File: config.mk
export PLATFORM = sky130hd
export DESIGN_NAME = pwm_duty_ramp_flat
export DESIGN_NICKNAME = d
export VERILOG_FILES = /design/src/rtl/pwm_duty_ramp_pkg.sv /design/src/rtl/pwm_duty_ramp_if.sv /design/src/rtl/pwm_ramp_step.sv /design/src/rtl/pwm_duty_ramp.sv /design/src/flat_wrapper.sv
export SDC_FILE = /design/constraint.sdc
export NUM_CORES = 1
export LEC_CHECK = 0
export ABC_AREA = 1
export ABC_CLOCK_PERIOD_IN_PS = 6600
export CAP_MARGIN = 25
export CORE_MARGIN = 2
export CORE_UTILIZATION = 25
export DETAILED_ROUTE_END_ITERATION = 8
export PLACE_DENSITY_LB_ADDON = 0.08
export SYNTH_ARGS = -nofsm -noshare
export SYNTH_HDL_FRONTEND = slang
export SYNTH_SLANG_ARGS = --single-unit
export TNS_END_PERCENT = 30
File: constraint.sdc
create_clock -name clock -period 6.6 [get_ports clock]
set_input_delay 1.32 -clock clock [delete_from_list [all_inputs] [get_ports clock]]
set_output_delay 1.32 -clock clock [all_outputs]
set_load 0.05 [all_outputs]
File: src/rtl/pwm_duty_ramp_pkg.sv
// Shared PWM definitions: default timing, FSM encoding
// and a small clamp helper used by the ramp logic.
package pwm_duty_ramp_pkg;

  localparam int unsigned PERIOD_DEF = 5000;
  localparam int unsigned STEP_DEF   = 50;

  typedef enum logic {
    IDLE = 1'b0,
    RAMP = 1'b1
  } state_t;

  // Smaller of two 17-bit values, narrowed to 16 bits.
  // The bound b always fits in 16 bits, so no data is lost.
  function automatic logic [15:0] min16(
    input logic [16:0] a,
    input logic [16:0] b
  );
    logic [16:0] m;
    m = (a < b) ? a : b;
    return m[15:0];
  endfunction

endpackage

File: src/rtl/pwm_duty_ramp_if.sv
// Duty/phase request handshake between a requester
// and the ramp block.
interface pwm_duty_ramp_if;

  logic        req_valid;
  logic        req_ready;
  logic [15:0] req_duty;
  logic [15:0] req_phase;

  modport master (
    output req_valid,
    output req_duty,
    output req_phase,
    input  req_ready
  );

  modport slave (
    input  req_valid,
    input  req_duty,
    input  req_phase,
    output req_ready
  );

endinterface

File: src/rtl/pwm_ramp_step.sv
// One ramp step: moves cur toward target by at most STEP
// and flags when this step lands exactly on the target.
module pwm_ramp_step
  import pwm_duty_ramp_pkg::*;
#(
  parameter int unsigned STEP = STEP_DEF
) (
  input  logic [15:0] i_cur,
  input  logic [15:0] i_target,
  output logic [15:0] o_next,
  output logic        o_reached
);

  localparam logic [15:0] STEP_W = 16'(STEP);

  logic        w_up;
  logic [15:0] w_diff;

  // Distance and direction to target; snap when within STEP.
  always_comb begin
    w_up   = i_target > i_cur;
    w_diff = w_up ? (i_target - i_cur)
                  : (i_cur - i_target);
    o_reached = (w_diff <= STEP_W);
    if (o_reached)
      o_next = i_target;
    else if (w_up)
      o_next = i_cur + STEP_W;
    else
      o_next = i_cur - STEP_W;
  end

endmodule

File: src/rtl/pwm_duty_ramp.sv
// Duty ramp controller: slews the PWM high time toward a
// requested target once per PWM period and drives CR1/CR2.
module pwm_duty_ramp
  import pwm_duty_ramp_pkg::*;
#(
  parameter int unsigned PERIOD = PERIOD_DEF,
  parameter int unsigned STEP   = STEP_DEF
) (
  input  logic                  clock,
  input  logic                  reset,
  input  logic                  period_tick,
  pwm_duty_ramp_if.slave        req,
  output logic                  busy,
  output logic                  done,
  output logic [15:0]           cr1,
  output logic [15:0]           cr2
);

  localparam logic [16:0] PER_17  = 17'(PERIOD);
  localparam logic [16:0] PERM_17 = 17'(PERIOD - 1);

  state_t      r_state;
  logic [15:0] r_cur;
  logic [15:0] r_target;
  logic [15:0] r_phase;
  logic [15:0] r_shadow;
  logic [15:0] r_cr2;
  logic        r_done;

  logic        w_accept;
  logic [15:0] w_step_next;
  logic        w_reached;
  logic [15:0] w_duty_next;
  logic [16:0] w_sum;

  pwm_ramp_step #(
    .STEP (STEP)
  ) u_step (
    .i_cur     (r_cur),
    .i_target  (r_target),
    .o_next    (w_step_next),
    .o_reached (w_reached)
  );

  // Handshake, next duty and the unwrapped CR2 sum.
  always_comb begin
    w_accept    = req.req_valid && (r_state == IDLE);
    w_duty_next = (r_state == RAMP) ? w_step_next
                                    : r_cur;
    w_sum       = {1'b0, r_shadow} + {1'b0, w_duty_next};
  end

  // Request latch, period-aligned updates and ramp FSM.
  always_ff @(posedge clock or posedge reset) begin
    if (reset) begin
      r_state  <= IDLE;
      r_cur    <= '0;
      r_target <= '0;
      r_phase  <= '0;
      r_shadow <= '0;
      r_cr2    <= '0;
      r_done   <= 1'b0;
    end else begin
      r_done <= 1'b0;
      if (w_accept) begin
        r_target <= min16({1'b0, req.req_duty}, PER_17);
        r_shadow <= min16({1'b0, req.req_phase}, PERM_17);
      end
      if (period_tick) begin
        r_phase <= r_shadow;
        r_cur   <= w_duty_next;
        r_cr2   <= min16(w_sum, PER_17);
      end
      unique case (r_state)
        IDLE: begin
          if (w_accept)
            r_state <= RAMP;
        end
        RAMP: begin
          if (period_tick && w_reached) begin
            r_state <= IDLE;
            r_done  <= 1'b1;
          end
        end
        default: r_state <= IDLE;
      endcase
    end
  end

  assign req.req_ready = (r_state == IDLE);
  assign busy          = (r_state == RAMP);
  assign done          = r_done;
  assign cr1           = r_phase;
  assign cr2           = r_cr2;

endmodule

File: src/flat_wrapper.sv
// flat-port wrapper written by rule: the top's interface ports become plain ports
module pwm_duty_ramp_flat import pwm_duty_ramp_pkg::*;
#(
  parameter int unsigned PERIOD = PERIOD_DEF,
  parameter int unsigned STEP   = STEP_DEF
)
  (clock, reset, period_tick, busy, done, cr1, cr2, req_req_valid, req_req_duty, req_req_phase, req_req_ready);
  pwm_duty_ramp_if req_i ();
  input  logic clock;
  input  logic reset;
  input  logic period_tick;
  output logic busy;
  output logic done;
  output logic [15:0] cr1;
  output logic [15:0] cr2;
  input wire logic [$bits(req_i.req_valid)-1:0] req_req_valid;
  input wire logic [$bits(req_i.req_duty)-1:0] req_req_duty;
  input wire logic [$bits(req_i.req_phase)-1:0] req_req_phase;
  output wire logic [$bits(req_i.req_ready)-1:0] req_req_ready;
  assign req_i.req_valid = req_req_valid;
  assign req_i.req_duty = req_req_duty;
  assign req_i.req_phase = req_req_phase;
  assign req_req_ready = req_i.req_ready;
  pwm_duty_ramp #(.PERIOD(PERIOD), .STEP(STEP)) u_core (.clock(clock), .reset(reset), .period_tick(period_tick), .req(req_i), .busy(busy), .done(done), .cr1(cr1), .cr2(cr2));
endmodule
# == Word level (Yosys, flattened, before mapping) ==
# Index checks and enable logic that the tools add are counted.
# classes
n_reduce_logical,2
addsub,5
n_eq_ne,0
muxes,12
n_mul,0
shift,0
bitwise_logic,1
magnitude_cmp,5
div_mod_pow,0
# op_table
operator,count
16-bit two-way mux,7
16-bit by 13-bit < comparator with 1-bit output (second input constant),2
16-bit subtractor,2
16-bit by 16-bit adder with 17-bit output,1
17-bit by 13-bit < comparator with 1-bit output (second input constant),1
16-bit by 6-bit adder with 16-bit output (second input constant),1
16-bit greater-than comparator,1
16-bit by 6-bit less-or-equal comparator with 1-bit output (second input constant),1
16-bit by 6-bit subtractor with 16-bit output (second input constant),1
1-bit two-way mux,4
1-bit logical AND,2
1-bit one-hot mux with 2 select lines,1
1-bit inverter,1
# word_totals
romBits,0
word_cells,32
latch_bits,0
mem_count,0
output_inout_bits,35
ramBits,0
register_bits,82

# == Depth between registers and ports, before layout ==
# Gate-level depths: netlist (run 1).
# logic_depth
depth_word,8
mapped_depth,41
mapped_depth_nobuf,40

# == Hierarchy ==
# A second synthesis (run 1) with hierarchy kept.
# hier_totals
hier_cells,1219
area_unflattened_um2,7662.3
# by_module_without_submodules
module,instances,seq_area_each_um2,cells_per_inst,area_each_um2
pwm_duty_ramp,1,2052.0,636,4604.4
pwm_ramp_step,1,0.0,583,3057.9

# == Worst setup path before layout (run 1) ==
# No wires, ideal clock.
# synth_path
kind,reg-to-reg
startpoint,reg u_core.r_target[0]
endpoint,reg u_core.r_cr2[2] (netlist: u_core.cr2[2])
setup_slack_ns,1.507
synth_period_minus_slack_ns,5.093
path_buffers,1
arrival_ns,4.966
stages_incl_launch_ff,38
path_cell_list,dfrtp_1 inv_1 ha_1 inv_1 fa_1 nand3_1 nand3_2 nand2_2 nand2_4 nand2_4 nand2_2 nand2_2 buf_6 ha_1 o21ai_0 o21ai_0 a21boi_0 o21ai_0 [... 2 more ...] nand2_1 nand3_2 and3_1 ha_1 a21oi_1 inv_1 a21oi_1 o21ai_0 a21oi_1 nand2_1 nand2_1 nand2_1 nor2_1 nand3_1 inv_1 nand3_1 nand2_1 o21ai_0
# synth_between
elab_chain_len,8
elab_cells_between_ends,11
classes_between,3 x add/sub; 3 x order compare; 5 x mux
# synth_rtl
element,line_no,rtl
start: declaration,pwm_duty_ramp.sv:24,logic [15:0] r_target;
start signal: assignment,pwm_duty_ramp.sv:66,"r_target <= min16({1'b0, req.req_duty}, PER_17);"
16-bit subtractor (tied with other cells),pwm_ramp_step.sv:23,: (i_cur - i_target);
16-bit two-way mux,pwm_ramp_step.sv:22,w_diff = w_up ? (i_target - i_cur)
16-bit by 6-bit less-or-equal comparator with 1-bit output,pwm_ramp_step.sv:24,o_reached = (w_diff <= STEP_W);
16-bit two-way mux *,pwm_ramp_step.sv:25,if (o_reached)
16-bit two-way mux *,pwm_duty_ramp.sv:48,w_duty_next = (r_state == RAMP) ? w_step_next
via u_core.w_duty_next[12],pwm_duty_ramp.sv:33,logic [15:0] w_duty_next;
16-bit by 16-bit adder with 17-bit output *,pwm_duty_ramp.sv:50,"w_sum = {1'b0, r_shadow} + {1'b0, w_duty_next};"
17-bit by 13-bit < comparator with 1-bit output *,pwm_duty_ramp_pkg.sv:20,m = (a < b) ? a : b;
16-bit two-way mux *,pwm_duty_ramp_pkg.sv:20,
end signal: assignment,pwm_duty_ramp.sv:72,"r_cr2 <= min16(w_sum, PER_17);"
end: declaration,pwm_duty_ramp.sv:27,logic [15:0] r_cr2;
# Mark *: on every way through the listed nets, which the timed path passes. The rest lies on a longest branch.
# A chain may end at the register's enable or synchronous reset.

# == Worst setup path after layout (run 1) ==
# layout_path
startpoint,reg u_core.r_cur[0]
endpoint,reg u_core.r_cr2[2] (netlist: u_core.cr2[2])
# layout_between
elab_chain_len,8
elab_cells_between_ends,13
classes_between,5 x add/sub; 3 x order compare; 5 x mux
# layout_rtl
element,line_no,rtl
start: declaration,pwm_duty_ramp.sv:23,logic [15:0] r_cur;
start signal: assignment,pwm_duty_ramp.sv:71,r_cur <= w_duty_next;
16-bit subtractor (tied with other cells),pwm_ramp_step.sv:23,
16-bit two-way mux,pwm_ramp_step.sv:22,
16-bit by 6-bit less-or-equal comparator with 1-bit output,pwm_ramp_step.sv:24,
16-bit two-way mux,pwm_ramp_step.sv:25,
16-bit two-way mux *,pwm_duty_ramp.sv:48,
via u_core.w_duty_next[0],pwm_duty_ramp.sv:33,
16-bit by 16-bit adder with 17-bit output *,pwm_duty_ramp.sv:50,
17-bit by 13-bit < comparator with 1-bit output,pwm_duty_ramp_pkg.sv:20,
16-bit two-way mux *,pwm_duty_ramp_pkg.sv:20,
# Marks and branches as above.

==> results of run 1 <==
[per-stage QoR]
step | worst slack (ns) | util [%] | hold slack [ns] | instances
floorplan | 1.51 | - | 0.472 | 1097
global placement | 0.633 | 29.4 | 0.468 | 1537
detailed placement | 0.554 | 29.4 | 0.462 | 1537
CTS | 0.506 | 30.4 | 0.484 | 1553
global route | 0.0566 | 30.4 | 0.510 | 1553
finish | 0.627 | 30.4 | 0.472 | 1553
[final timing paths]
check | cells past startpoint | slack (ns) | start | endpoint
max in group asynchronous | 3 | 4.12 | reset | u_core.r_cur[9]
min in group asynchronous | 2 | 1.33 | reset | u_core.cr2[13]
worst max-delay path | 33 | 0.63 | u_core.r_cur[0] | u_core.cr2[2]
worst min register to register | 2 | 0.47 | u_core.cr1[5] | u_core.cr1[5]
worst min-delay path | 2 | 0.47 | u_core.cr1[5] | u_core.cr1[5]
worst max register to register | 33 | 0.63 | u_core.r_cur[0] | u_core.cr2[2]
[tightest hold or removal path: stages (launching register included)]
cell	delay, ns
sky130_fd_sc_hd__dfrtp_1	0.34
sky130_fd_sc_hd__nand2_1	0.05
sky130_fd_sc_hd__nand2_1	0.05
[sequential cells by signal, indices dropped and copies added, names as in the netlist]
register / flops
u_core.done: 1
u_core.busy: 1
u_core.r_target: 16
u_core.cr1: 16
u_core.r_shadow: 16
u_core.r_cur: 16
u_core.cr2: 16
[routing by layer]
layer	global-route usage [%]	vias to the layer above
li1	-	3652
met1	21.9	3288
met2	27.8	147
met3	1.89	25
met4	4.90	0
met5	0	-
[timing repair]
item,in CTS,in global routing
setup buffers,0,0
setup endpoints to repair,0,8
resized for setup,0,2
[cell families after synthesis]
logic type / share of synthesized area (%)
and+or+nand+nor: 36.4
buffers and inverters: 10.4
AOI/OAI and AO/OA: 10.6
DFF: 28.2
adders and majority gates: 11.4
xor gates and xnor gates: 3.01
[final cells by class]
type | instances | share of cell area [%]
inverters | 168 | 7.24
clock buffers | 11 | 2.78
flip-flops and latches | 82 | 23.5
repair buffers | 83 | 9.15
clock inverters | 5 | 0.444
well taps | 384 | 5.50
multi-input cells | 820 | 51.4
[placed cells by master (no fill, tap or decap), types with 2 or more instances in the layout]
cell type,n
sky130_fd_sc_hd__or2_2,8
sky130_fd_sc_hd__and2_1,2
sky130_fd_sc_hd__nand2_2,6
sky130_fd_sc_hd__and3_1,11
sky130_fd_sc_hd__o21bai_1,4
sky130_fd_sc_hd__clkbuf_16,9
sky130_fd_sc_hd__clkinv_2,2
sky130_fd_sc_hd__inv_2,5
sky130_fd_sc_hd__nand2_4,4
sky130_fd_sc_hd__clkdlybuf4s50_1,70
sky130_fd_sc_hd__a21oi_2,3
sky130_fd_sc_hd__fa_1,4
sky130_fd_sc_hd__nor3_1,7
sky130_fd_sc_hd__a21o_1,4
sky130_fd_sc_hd__a221oi_1,2
sky130_fd_sc_hd__nand2_1,325
sky130_fd_sc_hd__nand3_1,84
sky130_fd_sc_hd__nor2_1,86
sky130_fd_sc_hd__buf_4,13
sky130_fd_sc_hd__nor2_2,2
sky130_fd_sc_hd__o21ai_0,56
sky130_fd_sc_hd__clkinv_4,2
sky130_fd_sc_hd__nand3b_1,3
sky130_fd_sc_hd__o21ai_1,6
sky130_fd_sc_hd__a31oi_1,3
sky130_fd_sc_hd__nor2_4,6
sky130_fd_sc_hd__xnor2_1,10
sky130_fd_sc_hd__nand3_2,12
sky130_fd_sc_hd__ha_1,60
sky130_fd_sc_hd__a21oi_1,55
sky130_fd_sc_hd__a21boi_0,2
sky130_fd_sc_hd__dfrtp_1,82
sky130_fd_sc_hd__xor2_1,15
sky130_fd_sc_hd__inv_1,161
sky130_fd_sc_hd__nand4_1,33
==> flow_results.org, run 1 <==
** Timing
- Setup repair after global routing left no endpoint under its margin.
- Setup violations remaining at the end of the flow were counted as 0.
- Final Hold Vio Count :: 0
- After layout, the minimum clock period comes to 5.97 ns.
- Count of final max-slew check failures :: 0
- Share of the cycle needed by the critical path after routing :: 90.5%
- Static timing analysis puts the maximum clock frequency at 167 MHz.
- Between clock sinks in the finished design, the worst skew comes to 0.0109 ns.
- Total Negative Setup Slacks :: 0 ns
- In this run the tightest slew margin relative to its limit is 51.6%.
- Worst-margin pin slew :: 0.726 ns

** Synth
- The number of different library cells used by synthesis comes to 43.
- Synth warn :: 0
- Post-synthesis instance total :: 1097
- Syn_nets :: 1197
- Register area share after synthesis :: 28.2%
- Most frequent cells after synthesis :: 325 x sky130_fd_sc_hd__nand2_1, 163 x sky130_fd_sc_hd__inv_1, 87 x sky130_fd_sc_hd__nor2_1
- Flop and latch count out of synthesis :: 82
- After synthesis, the cell types taking the most area are sky130_fd_sc_hd__dfrtp_1 28%, sky130_fd_sc_hd__nand2_1 17%, sky130_fd_sc_hd__ha_1 10%.
- Main flop type after synthesis :: sky130_fd_sc_hd__dfrtp_1
- In the post-synthesis netlist, the cell with the most instances is sky130_fd_sc_hd__nand2_1.
- Share of the synthesized area in the top cell type :: 28.2%
- Post-synthesis cell type with the largest combined area :: sky130_fd_sc_hd__dfrtp_1
- Mean cell area of the mapped netlist :: 6.64 sq um
- Yosys mapped a number of flops with a built-in enable equal to 0.
- Proportion of register bits with asynchronous set or reset after synthesis :: 100%
- Total standard cell area after synthesis :: 7280 sq um

** Drt
- Detailed routing placed a total of 11500 um of wire on met2.
- Vias/cell :: 4.58
- Wire length per cell after detailed routing :: 15.7 um
- In the routed design, unresolved DRC markers number 0.
- Routed length on met1 :: 11800 um
- Met3 routed WL :: 683 um
- Starting DRC count in detailed routing :: 481
- For this block, the routed nets add up to 24400 um of wire.
- Across all layers, the routed design uses 7112 vias.
- Pre-antenna DRT Iters :: 7
- Remaining antenna violation count :: 0
- Top layer used by detailed routing :: met4

** Cells and area
- Design Area, Final :: 8730 sq um
- The net count of the finished layout is 1264.
- Summing all multi-input logic gate instances after layout gives 4480 sq um.
- Share of post-route cells with drive strength above 1 :: 6.59%
- Compared with the post-synthesis result, the final layout area differs by 19.9%.
- Number of filler instances in the final layout :: 3241
- The repair_antennas step left the layout with diodes totalling 0.
- Across the whole layout, storage elements account for 2050 sq um.

** Setup path
- Slowest library cell on the worst path :: sky130_fd_sc_hd__o21ai_0
- The most numerous cell type found on the critical path is sky130_fd_sc_hd__nand2_1.
- Worst stage delay on the critical path :: 0.49 ns
- The worst setup path is captured at a flip-flop.
- Combined buffer and inverter count along the critical path :: 6
- On the critical path the largest part of the delay comes from simple AND/OR/NAND/NOR gates.
- Critical path start-end classification :: flip-flop to flip-flop
- The worst setup path is launched from a flip-flop.
- Worst Path Max Fanout :: 8
- For the worst setup path, the data arrival time is 6.19 ns.
- Worst endpoint required time :: 6.81 ns

** Placed design
- Input and output buffers added on the ports amount to 70.
- Detailed Place HPWL :: 19200 um
- The placed instances occupy a cell area of 8440 sq um.
- RePlAce Congestion :: 0.844

** Floorplanning
- Core area :: 28700 sq um
- Number of standard-cell rows in the floorplan :: 62
- For this configuration, the core starts out at a cell density of 25.4%.
- Height of the die :: 175 um
- Area of the die :: 30500 sq um
- IO Pins :: 71
- In this run the horizontal extent of the chip is 175 um.

** Global routing
- Overflow after GRT :: 0
- The initial antenna violation count is 0.
- Global-route wire length before repair :: 39400 um
- Global routing used 16.4% of the available tracks across all layers.
- Entering global routing, the biggest net connects 52 pins.
- Vias in the first global route :: 7253

** Clocking
- CTS tree :: done
- H-tree Lvls :: 3
- Counting every sink on the clock net gives 82.
- Buffer depth of the longest clock path :: 2
- The clock reaches the later pin of the worst-skew pair after 0.35 ns.
- Counting the buffers created by CTS gives 9.
- Post-CTS Hold Buffers :: 0
- Clock transition time at the flip-flop clock pins of the worst setup and hold paths :: 0.07 ns
- The tree is rooted in a sky130_fd_sc_hd__clkbuf_16.

** Flow run
- Across the run, the number of max-cap violations was 0.

** Outcome
- The flow ran to the end, and the final reports show no timing, DRC or antenna violations.

** Hold path
- Worst Hold Class :: flip-flop to flip-flop
Power of run 1 is left out: the tool's default activity adds up to more than one toggle a clock period on the data nets, which glitch-free logic cannot reach.
==> inputs of run 2 (changes only) <==
- ABC_CLOCK_PERIOD_IN_PS: 6600 -> 7300
- clock period: 6.6 -> 7.3 ns (I/O delays scaled with it)
==> run 2 against run 1 <==
Compared with the run above:
- sequential share of layout area unchanged
- first-iteration DRC count down 32%
- non-clock buffer count down 6
- via count down 2.2%
- utilization unchanged
- register-to-register slack better by 0.15 ns
- clock-buffer cell count down 2
- clock skew down 0.0022 ns
- fmax down 8.4%
- critical path type unchanged
==> flow_results.org, run 2 (synthesized netlist as in run 1, its figures left out) <==
** Setup path
- Worst endpoint required time :: 7.52 ns (+0.71 ns)
- In this design, the critical path's most frequently occurring cell is sky130_fd_sc_hd__nand2_1.
- The largest fanout on the critical path came to 22 (+14).
- Worst path arrival time :: 6.75 ns (+0.56 ns)
- Worst stage delay on the critical path :: 0.55 ns (+0.06 ns)
- For this design, the slowest cell found on the critical path is sky130_fd_sc_hd__dfrtp_1.
- Grouping stages by cell kind, the critical path spends the most delay in simple AND/OR/NAND/NOR gates.
- STA classifies the critical path endpoint as a flip-flop.
- Register-to-Register Setup Slack :: 0.78 ns (+0.15 ns)
- Kind of launch point of the worst setup path :: flip-flop
- Critical path start-end classification :: flip-flop to flip-flop
- The number of buffers and inverters on the critical path was 4 (-2).

** Timing
- The ratio of final minimum period to clock period was 89.4% (-1.1 points).
- Slew Limit Headroom :: 52.7% (+1.1 points)
- Count of endpoints failing setup in the final report :: 0 (unchanged)
- The measured slew at the worst slew-check pin was 0.710 ns (-0.0165 ns).
- Slack of the critical path :: 0.777 ns (+0.150 ns)
- The final period demand of the worst path is 6.52 ns (+0.550 ns).
- The final worst clock skew came to 0.00867 ns (-0.00224 ns).
- The highest clock frequency the design can meet is 153 MHz (-8.4%).
- The final hold slack was 0.482 ns (+0.0106 ns).
- The setup TNS is 0 ns (unchanged).
- The max-slew violation total from the final report came to 0 (unchanged).
- Final Hold Vio Count :: 0 (unchanged)
- Setup repair after global routing missed its margin :: false

** Floorplanning
- The number of cell rows is 62 (unchanged).
- The starting density of the core came to 25.4% (unchanged).
- Die outline width :: 175 um (unchanged)
- The number of placed I/O pins was 71 (unchanged).
- The die footprint came to 30500 sq um (unchanged).
- The die span in y came to 175 um (unchanged).
- Core area :: 28700 sq um (unchanged)

** Outcome
- The flow ran to the end, and the final reports show no timing, DRC or antenna violations.

** Placed design
- RePlAce Congestion :: 0.823 (-2.4%)
- The post-placement worst setup slack is 0.756 ns (+0.201 ns).
- Number of buffers inserted by port buffering :: 70 (unchanged)
- The detailed placer's ending HPWL was 19200 um (+0.19%).

** Global routing
- The first-pass GRT wire length came to 39300 um (-0.44%).
- The initial antenna violation count was 0 (unchanged).
- Met1 capacity usage during global routing :: 22.0% (+0.060 points)
- Met3 capacity usage during global routing :: 1.52% (-0.37 points)
- Global routing met2 resource utilization :: 27.7% (-0.15 points)
- Overflow after GRT :: 0 (unchanged)
- The pin count of the biggest net entering global routing was 60 (+15%).
- Routing layer with the top usage in global route :: met2
- The overall fraction of global-route tracks in use is 16.4% (about the same).
- Vias in the first global route :: 7226 (-0.37%)

** Cells and area
- The top cell types in the final layout, fill and taps aside, are 325 x sky130_fd_sc_hd__nand2_1, 161 x sky130_fd_sc_hd__inv_1, 86 x sky130_fd_sc_hd__nor2_1.
- Layout overhead on the synthesized area :: 19.9% (unchanged)
- The number of nets in the final layout came to 1258 (-0.47%).
- The antenna diode count was 0 (unchanged).
- Most frequent standard cell in the layout excluding fill and tap cells :: sky130_fd_sc_hd__nand2_1
- Share of post-route cells with drive strength above 1 :: 6.19% (-0.40 points)

** Clocking
- H-tree Lvls :: 3 (unchanged)
- The maximum clock path buffer count was 2 (unchanged).
- Number of resized instances in the post-cts repair step :: 0 (unchanged)
- Later-pin clock latency in the skew report :: 0.36 ns (about the same)
- Post-CTS Hold Buffers :: 0 (unchanged)
- The tree is rooted in a sky130_fd_sc_hd__clkbuf_16.
- TritonCTS built the clock tree.
- The total clock buffers created by CTS is 9 (unchanged).
- Clock transition time at the flip-flop clock pins of the worst setup and hold paths :: 0.07 ns (about the same)
- Post-CTS Setup Inserts :: 0 (unchanged)
- Number of clock sinks seen by CTS :: 82 (unchanged)

** Hold path
- The path class of the tightest hold or removal check is flip-flop to flip-flop.

** Drt
- The aggregate routed wire length was 24100 um (-1.0%).
- The first-pass iteration count of the detailed router is 5 (-2).
- The wire length per cell was 15.6 um (-0.62%).
- Total via count after detailed routing :: 6959 (-2.2%)
- The DRC violation total after the first TritonRoute iteration came to 327 (-32%).
- The number of design rule violations left after detail routing came to 0 (unchanged).
- The average via count per standard cell came to 4.50 (-1.8%).
- The post-route antenna net violation count was 0 (unchanged).

** Flow run
- The number of max-cap violations was 0 (unchanged).
-- run 2: changes by cell type in the layout (fill, tap and decap cells not counted) --
cell	previous run	this run
sky130_fd_sc_hd__nand2_2	6	7
sky130_fd_sc_hd__o21ai_0	56	57
sky130_fd_sc_hd__nand2_4	4	3
sky130_fd_sc_hd__buf_16	0	1
sky130_fd_sc_hd__bufinv_16	0	1
sky130_fd_sc_hd__inv_8	0	2
sky130_fd_sc_hd__o21ai_1	6	5
sky130_fd_sc_hd__buf_4	13	6
sky130_fd_sc_hd__clkinv_2	2	1
sky130_fd_sc_hd__clkbuf_8	1	0
sky130_fd_sc_hd__clkbuf_1	1	0
-- run 2: worst paths after layout --
path,cells past startpoint,startpoint,endpoint
max,33,u_core.r_cur[1],u_core.cr2[2]
min,2,u_core.cr1[8],u_core.cr1[8]
max reg2reg,33,u_core.r_cur[1],u_core.cr2[2]
min reg2reg,2,u_core.cr1[8],u_core.cr1[8]
max in group asynchronous,3,reset,u_core.r_target[7]
min in group asynchronous,2,reset,u_core.cr2[13]
-- run 2: routing by layer --
layer  routed length (um)  vias up
met2                11300       93
met1                11700     3193
met4                  567        0
li1                     -     3649
met5                    0        -
met3                  536       24
-- run 2: layout make-up --
cell class                      instances  area, sq um
Multi-Input combinational cell        820         4480
Clock inverter                          7         86.3
Inverter                              168          632
Tap cell                              384          480
Clock buffer                            9          225
Fill cell                            3236        20000
Sequential cell                        82         2050
Timing Repair Buffer                   77          773
-- run 2: worst min-delay path: stages, from the launching register on --
cell	delay, ns
sky130_fd_sc_hd__dfrtp_1	0.35
sky130_fd_sc_hd__nand2_1	0.05
sky130_fd_sc_hd__nand2_1	0.05
-- run 2: stage by stage --
step                util (%)  instances  instance area, sq um
floorplan                  -       1097                  7280
global placement        29.2       1530                  8390
detailed placement      29.3       1531                  8420
CTS                     30.4       1547                  8730
global route            30.4       1547                  8730
finish                  30.4       1547                  8730
Power of run 2 is left out for the same reason.
==> inputs of run 3 (changes only) <==
- SETUP_SLACK_MARGIN: not set -> 0.4
- TNS_END_PERCENT: 30 -> 1
==> run 3 against run 2 <==
Compared with the run above:
- final area about the same
- register-to-register slack improved by 0.32 ns
- first-iteration DRC count increased by 5.2%
- critical path depth unchanged
- cell count unchanged
- die area unchanged
- worst setup slack improved by 0.32 ns
- utilization about the same
- non-clock buffer count unchanged
- critical endpoint unchanged
- highest routed layer unchanged
==> flow_results.org, run 3 (synthesized netlist as in run 1, its figures left out) <==
** Setup path
- Worst Reg2Reg Path Length in Cells :: 33 (unchanged)
- Endpoint class of the critical path :: flip-flop
- Kind of launch point of the worst setup path :: flip-flop
- Worst endpoint required time :: 7.52 ns (about the same)
- The minimum setup slack among reg-to-reg paths came to 1.09 ns (+0.32 ns).
- Among the stages of the critical path, the cell type that occurs most often is sky130_fd_sc_hd__nand2_1.
- Dominant delay contributor by cell family on the critical path :: simple AND/OR/NAND/NOR gates
- Following the worst setup path forward leads to its endpoint at u_core.cr2[2].
- Critical path depth :: 33 (unchanged)
- The arrival time of the worst setup path came to 6.43 ns (-0.32 ns).
- In this run the worst setup path begins at u_core.r_cur[1].
- Combined buffer and inverter count along the critical path :: 4 (unchanged)
- Worst Path Max Fanout :: 22 (unchanged)
- Launch instance of the worst register-to-register path :: u_core.r_cur[1]
- The slowest stage of the critical path belongs to the cell sky130_fd_sc_hd__dfrtp_1.
- Critical path start-end classification :: flip-flop to flip-flop
- Worst stage delay on the critical path :: 0.55 ns (about the same)
- In this run the critical register-to-register path is captured at u_core.cr2[2].

** Drt
- Remaining antenna violation count :: 0 (unchanged)
- Top layer used by detailed routing :: met4
- Wire length per cell after detailed routing :: 15.6 um (about the same)
- The DRC violation total after the first TritonRoute iteration is 344 (+5.2%).
- The average via count per standard cell is 4.49 (about the same).
- The met1 routed wirelength after detailed routing came to 11700 um (-0.11%).
- The first-pass iteration count of the detailed router came to 4 (-1).
- The via count is 6953 (-0.086%).
- The met2 routed wirelength is 11300 um (about the same).
- The met3 layer wire length in the routed design is 530 um (-1.1%).
- The aggregate routed wire length is 24100 um (about the same).
- The number of design rule violations left after detail routing was 0 (unchanged).

** Hold path
- Hold depth :: 2 (unchanged)
- Worst Hold Class :: flip-flop to flip-flop

** Floorplanning
- Area of the die :: 30500 sq um (unchanged)
- Core area :: 28700 sq um (unchanged)
- The starting density of the core is 25.4% (unchanged).
- IO Pins :: 71 (unchanged)
- Die outline width :: 175 um (unchanged)
- Number of standard-cell rows in the floorplan :: 62 (unchanged)
- The die span in y is 175 um (unchanged).

** Global routing
- Number of antenna violations at the first check in global routing :: 0 (unchanged)
- The overall fraction of global-route tracks in use came to 16.4% (unchanged).
- Overflow after GRT :: 0 (unchanged)
- The number of global-route vias before repair was 7226 (unchanged).
- Maximum number of pins on one net before global-route repair :: 60 (unchanged)
- The first-pass GRT wire length was 39300 um (unchanged).

** Placed design
- Detailed Place HPWL :: 19200 um (unchanged)
- The number of I/O port buffers came to 70 (unchanged).
- The post-placement worst setup slack is 0.756 ns (unchanged).
- The routability congestion estimate came to 0.823 (unchanged).

** Cells and area
- Most frequent cells in the layout :: 325 x sky130_fd_sc_hd__nand2_1, 161 x sky130_fd_sc_hd__inv_1, 86 x sky130_fd_sc_hd__nor2_1
- The synthesis-to-finish area growth came to 19.9% (about the same).
- Most frequent standard cell in the layout excluding fill and tap cells :: sky130_fd_sc_hd__nand2_1
- The antenna diode count was 0 (unchanged).
- The number of nets in the final layout came to 1258 (unchanged).
- The number of fillers in the final layout is 3239 (+0.093%).
- Share of post-route cells with drive strength above 1 :: 6.19% (unchanged)

** Timing
- The minimum setup slack in the final design was 1.09 ns (+0.317 ns).
- The measured slew at the worst slew-check pin was 0.710 ns (-0.0000222 ns).
- Final Hold Vio Count :: 0 (unchanged)
- Setup repair after global routing missed its margin :: false
- Share of the cycle needed by the critical path after routing :: 85.0% (-4.3 points)
- Maximum operating frequency :: 161 MHz (+5.1%)
- The final hold slack is 0.482 ns (-0.0000290 ns).
- The max-slew violation total from the final report was 0 (unchanged).
- Slew Limit Headroom :: 52.7% (about the same)
- The number of failing setup endpoints in the final timing report is 0 (unchanged).
- The final period demand of the worst path is 6.21 ns (-0.317 ns).
- The setup TNS came to 0 ns (unchanged).
- The final worst clock skew was 0.00867 ns (-0.00000142 ns).

** Outcome
- The run finished with clean final reports.

** Flow run
- Reported max-cap violation count :: 0 (unchanged)

** Clocking
- The number of sinks driven by the clock tree is 82 (unchanged).
- The worst-skew pair later-pin latency came to 0.36 ns (about the same).
- The cell sitting at the root of the clock tree is a sky130_fd_sc_hd__clkbuf_16.
- The number of setup buffers added after CTS was 0 (unchanged).
- The maximum clock path buffer count came to 2 (unchanged).
- The maximum level of the CTS H-tree was 3 (unchanged).
- CTS tree :: done
- Clock transition time at the flip-flop clock pins of the worst setup and hold paths :: 0.07 ns (about the same)
- The total clock buffers created by CTS is 9 (unchanged).
-- run 3: worst min-delay path: stages, from the launching register on --
cell and delay [ns]:
sky130_fd_sc_hd__dfrtp_1 0.35, sky130_fd_sc_hd__nand2_1 0.05, sky130_fd_sc_hd__nand2_1 0.05
-- run 3: how the worst min path moves through the flow --
| stage | from | endpoint | slack [ns] |
|---|---|---|---|
| 2_1_floorplan | u_core.r_cur[0] | u_core.r_cur[0] | 0.47 |
| 3_3_place_gp | u_core.cr1[9] | u_core.cr1[9] | 0.46 |
| 3_5_place_dp | u_core.cr1[8] | u_core.cr1[8] | 0.46 |
| 4_1_cts | u_core.cr1[0] | u_core.cr1[0] | 0.48 |
| 5_1_grt | u_core.cr2[10] | u_core.cr2[10] | 0.51 |
| 6_report | u_core.cr1[8] | u_core.cr1[8] | 0.48 |
-- run 3: metal layers --
layer	track usage (%)	vias to the layer above
li1	-	3649
met2	27.7	95
met3	1.52	24
met5	0	-
met4	5.59	0
met1	22.0	3185
-- run 3: stage by stage --
stage / instances / cell area, sq um / utilization, %
2_1_floorplan: 1097 / 7280 / -
3_3_place_gp: 1530 / 8390 / 29.2
3_5_place_dp: 1531 / 8420 / 29.3
4_1_cts: 1547 / 8730 / 30.4
5_1_grt: 1547 / 8730 / 30.4
6_report: 1547 / 8730 / 30.4
-- run 3: cell type report --
type	count	area [sq um]	share of cell area, %
Clock buffer	9	225	2.58
Clock inverter	7	86.3	0.989
Inverter	168	632	7.23
Multi-Input combinational cell	820	4480	51.3
Sequential cell	82	2050	23.5
Tap cell	384	480	5.50
Timing Repair Buffer	77	773	8.85
-- run 3: timing repair --
item | 4_1_cts | 5_1_grt
resized for setup | 0 | 3
endpoints found under the setup margin | 0 | 13
hold buffers | 0 | 0
Power of run 3 is left out for the same reason.
